$ cat config.mk
export PLATFORM = sky130hd
export DESIGN_NAME = port_ingress_writer
export DESIGN_NICKNAME = d
export VERILOG_FILES = /design/src/rtl/port_ingress_writer.sv
export SDC_FILE = /design/constraint.sdc
export NUM_CORES = 1
export LEC_CHECK = 0
export ABC_AREA = 1
export BUFFER_PORTS_ARGS = -buffer_cell sky130_fd_sc_hd__buf_2
export CORE_ASPECT_RATIO = 1.75
export CORE_MARGIN = 5
export CORE_UTILIZATION = 55
export DETAILED_ROUTE_END_ITERATION = 10
export PLACE_DENSITY = 0.8
export REMOVE_ABC_BUFFERS = 1
export SKIP_CTS_REPAIR_TIMING = 1
export SLEW_MARGIN = 20
export SYNTH_ARGS = -nofsm -noshare
export SYNTH_HDL_FRONTEND = slang
export SYNTH_SLANG_ARGS = --single-unit
$ cat constraint.sdc
create_clock -name clk -period 2.4 [get_ports clk]
set_clock_uncertainty 0.1 [all_clocks]
set_input_delay 0.12 -clock clk [delete_from_list [all_inputs] [get_ports clk]]
set_output_delay 0.12 -clock clk [all_outputs]
set_load 0.01 [all_outputs]
$ cat src/rtl/port_ingress_writer.sv
// Per-port ingress writer: streams packets linearly into the input packet RAM and
// publishes the write pointer to the scheduler only once a whole packet is stored.
//
// state  | meaning
// S_IDLE | between packets; zero words skipped, non-zero word starts a packet
// S_BODY | storing payload until the zero terminator commits the packet
// S_DROP | packet rejected; consume words until its terminator
module port_ingress_writer #(
   parameter int ADDR_W        = 12,
   parameter int MAX_PKT_WORDS = 256
) (
   input  logic              clk,
   input  logic              reset,
   input  logic              in_valid,
   input  logic [31:0]       in_data,
   output logic              in_ready,
   output logic              ram_wr_en,
   output logic [ADDR_W-1:0] ram_wr_addr,
   output logic [31:0]       ram_wr_data,
   output logic [ADDR_W-1:0] input_ram_wr_add,
   output logic [15:0]       pkt_count,
   output logic [15:0]       drop_count
);

   localparam logic [ADDR_W-1:0] PTR_FULL = '1;
   localparam int                LEN_W    = $clog2(MAX_PKT_WORDS + 1);

   typedef enum logic [1:0] {S_IDLE, S_BODY, S_DROP} state_t;

   state_t            state;
   logic [ADDR_W-1:0] wr_ptr;
   logic [ADDR_W-1:0] cm_ptr;
   logic [ADDR_W-1:0] free_space;
   logic [LEN_W-1:0]  len;
   logic              accept;
   logic              word_zero;
   logic              body_drop;

   assign free_space = PTR_FULL - wr_ptr;
   assign accept     = in_valid && in_ready;
   assign word_zero  = (in_data == 32'd0);
   // Non-zero word must leave room for the terminator, both in length and in RAM.
   assign body_drop  = !word_zero &&
                       ((len == LEN_W'(MAX_PKT_WORDS - 1)) || (free_space == ADDR_W'(1)));

   always_comb begin
      in_ready = 1'b0;
      if (!reset) begin
         case (state)
            S_IDLE:  in_ready = (free_space >= ADDR_W'(2));
            S_BODY:  in_ready = 1'b1;
            S_DROP:  in_ready = 1'b1;
            default: in_ready = 1'b0;
         endcase
      end
   end

   always_ff @(posedge clk) begin
      if (reset) begin
         state            <= S_IDLE;
         wr_ptr           <= '0;
         cm_ptr           <= '0;
         len              <= '0;
         ram_wr_en        <= 1'b0;
         ram_wr_addr      <= '0;
         ram_wr_data      <= '0;
         input_ram_wr_add <= '0;
         pkt_count        <= '0;
         drop_count       <= '0;
      end else begin
         ram_wr_en        <= 1'b0;
         // One-cycle lag keeps the pointer behind the terminator's RAM write.
         input_ram_wr_add <= cm_ptr;
         if (accept) begin
            case (state)
               S_IDLE: begin
                  if (!word_zero) begin
                     ram_wr_en   <= 1'b1;
                     ram_wr_addr <= wr_ptr;
                     ram_wr_data <= in_data;
                     wr_ptr      <= wr_ptr + ADDR_W'(1);
                     len         <= LEN_W'(1);
                     state       <= S_BODY;
                  end
               end
               S_BODY: begin
                  if (body_drop) begin
                     wr_ptr <= cm_ptr;
                     if (drop_count != 16'hFFFF) drop_count <= drop_count + 16'd1;
                     state  <= S_DROP;
                  end else begin
                     ram_wr_en   <= 1'b1;
                     ram_wr_addr <= wr_ptr;
                     ram_wr_data <= in_data;
                     wr_ptr      <= wr_ptr + ADDR_W'(1);
                     len         <= len + LEN_W'(1);
                     if (word_zero) begin
                        cm_ptr <= wr_ptr + ADDR_W'(1);
                        if (pkt_count != 16'hFFFF) pkt_count <= pkt_count + 16'd1;
                        state  <= S_IDLE;
                     end
                  end
               end
               S_DROP: begin
                  if (word_zero) state <= S_IDLE;
               end
               default: state <= S_IDLE;
            endcase
         end
      end
   end

endmodule

==> run_results.csv <==
group,metric,value,unit
cells_and_area,synthToLayoutAreaGrowth,30.3,%
worst_setup_path,path_class,"primary input to flip-flop",
sta,fin_hold_ws,0.0132,ns
route,drc,0,
sta,rsz0062_at_grt,"yes",
clock_network,clk_pin_slew,0.06,ns
clock_network,root_buffer,"clkbuf_16",
cells_and_area,regArea,2480,um^2
cells_and_area,antennaDiodeCount,0,
clock_network,h-tree-depth,4,
logic_synthesis,syn_area,5860,um^2
global_route,antenna_found_initial,0,
cells_and_area,utilization,0.722,
global_route,grt_max_degree,71,
placement,placed_area,6550,um^2
placement,placed_cells,1049,
sta,relSlewSlack,0.641,
die,initial_core_util,0.554,
logic_synthesis,netlist_top_cells_count,"nor2_1, nand2_1, dfxtp_1",
outcome,status,"finished, violations left",
die,dieArea,12900,um^2
cells_and_area,drive_gt1_frac,0.211,
sta,tightestPinTransition,0.539,ns
placement,dp_hpwl,10.4,mm
flow_run,maxCapViolations,0,
cells_and_area,final_cells,1119,
die,io_pins,125,
clock_network,cts_buffer_depth,2,
sta,hold_viol,0,
sta,finalSetupViolations,7,
cells_and_area,multi_input_area,2950,um^2
logic_synthesis,synth.distinct_cells,32,
power_and_ir_drop,leakage,3.33,nW
logic_synthesis,synth_top_cell_by_area,"dfxtp_1",
logic_synthesis,synthArstFlopShare,0,
die,core,10600,um^2
logic_synthesis,yosysWarnings,0,
logic_synthesis,synth_edf_count,0,
cells_and_area,nets,1021,
global_route,grt_pass1_wl,24.1,mm
global_route,grt_usage,0.231,
outcome,violations,"negative setup slack",
route,drtPass1Iterations,8,
logic_synthesis,synth_area_leaders,"dfxtp_1, nor2_1, nand2_1",
placement,gp_congestion,0.866,
worst_setup_path,worstSetupEndpointType,"flip-flop",
power_and_ir_drop,power_density,704,nW/um^2
route,ant_nets,0,
die,die_x,88.0,um
logic_synthesis,synth_seq_cells,124,
power_and_ir_drop,ir_drop,0.638,mV
logic_synthesis,syn_inst,815,
route,first_iter_violations,355,
route,vias,5961,
logic_synthesis,ys_seq_area_frac,0.424,
clock_network,clock_latency,0.41,ns
worst_setup_path,arrival,2.66,ns
worst_setup_path,cp-start-kind,"primary input",
clock_network,cts_buffers,17,
clock_network,cts_sinks,124,
sta,finalCriticalPeriod,2.46,ns
logic_synthesis,avgSynthCellArea,7.19,um^2
global_route,overflow,0,
cells_and_area,fillers,786,
logic_synthesis,synth_ff_type,"dfxtp_1",
sta,fin_crit_sh,1.02,
clock_network,cts_tree,"built",
logic_synthesis,synth_top_area_frac,0.424,
power_and_ir_drop,power,5.37,mW
min_path,hold_class,"primary input to flip-flop",
worst_setup_path,path_max_fanout,13,
route,routed_wl,16.6,mm
worst_setup_path,required,2.60,ns
placement,post-place-ws,-0.0272,ns
sta,timing.fmax,407,MHz
sta,slew_viol_final,0,
placement,numPortBuffers,124,
die,die_h,147,um
logic_synthesis,synth_most_common_cell,"nor2_1",
sta,final.setup.tns,-0.184,ns
sta,fin_ws,-0.0596,ns
cells_and_area,fin_area,7630,um^2
route,wl_per_cell,14.9,um
global_route,grt_pass1_vias,5397,
route,drt-vias-per-instance,5.33,
die,rows,50,
==> layer usage <==
layer / routed length, um / track usage / share of wire
met5: 0 / 0 / 0
met4: 502 / 0.105 / 0.030
met3: 950 / 0.0542 / 0.057
met2: 9170 / 0.425 / 0.55
met1: 6010 / 0.238 / 0.36
==> placed cells by master (no fill, tap or decap), drive strengths merged <==
cell type    count
xnor2            9
dfxtp          124
ha              10
xor2            24
o21ai           81
nand3b           3
clkinvlp         3
buf            140
a21oi           47
nor4             2
clkbuf          19
and3             1
nor2           203
clkinv           7
nand4           12
nand2          146
bufinv           3
dlygate4sd3     32
nand3           44
nor3            15
inv             64
==> flip-flops by register name (all words and copies together), names as in the netlist <==
signal and cells:
cm_ptr 12, drop_count 16, input_ram_wr_add 12, len 9
pkt_count 16, ram_wr_addr 12, ram_wr_data 32, ram_wr_en 1
state 2, wr_ptr 12
==> layout make-up <==
class	instances	area share
timing repair buffer	174	0.153
clock inverter	15	0.0249
tap	130	0.0213
timing repair inverter	1	0.00115
inverter	61	0.0316
clock buffer	17	0.0557
sequential	124	0.326
multi-input combinational	597	0.387
==> path summary, 6_finish.rpt <==
kind	from	cells past startpoint	end	slack, ns
hold reg to reg	cm_ptr[2]	2	input_ram_wr_add[2]	0.34
hold / removal	in_valid	3	ram_wr_en	0.01
setup reg to reg	len[0]	15	ram_wr_data[23]	0.07
setup / recovery	in_data[9]	14	ram_wr_data[23]	-0.06
==> worst max-delay path: stages <==
cell,delay (ns)
dlygate4sd3_1,0.54
buf_2,0.14
nor2_1,0.14
nand2_1,0.08
nor2_1,0.17
nand2_1,0.20
inv_1,0.09
nand2_1,0.18
nand3_4,0.19
nand3_4,0.19
buf_12,0.20
clkbuf_16,0.16
o21ai_1,0.18
nor2_1,0.07
==> kinds of logic after synthesis <==
logic type / synth area share
AOI/OAI and AO/OA: 0.110
xor gates and xnor gates: 0.0493
adders and majority gates: 0.0214
buffers and inverters: 0.0784
DFF: 0.424
and+or+nand+nor: 0.317
==> where the power goes <==
part	internal (mW)	switching, mW
clock	1.65	0.998
sequential	2.14	0.0579
combinational	0.221	0.310
Power figures use the tool's default switching activity.
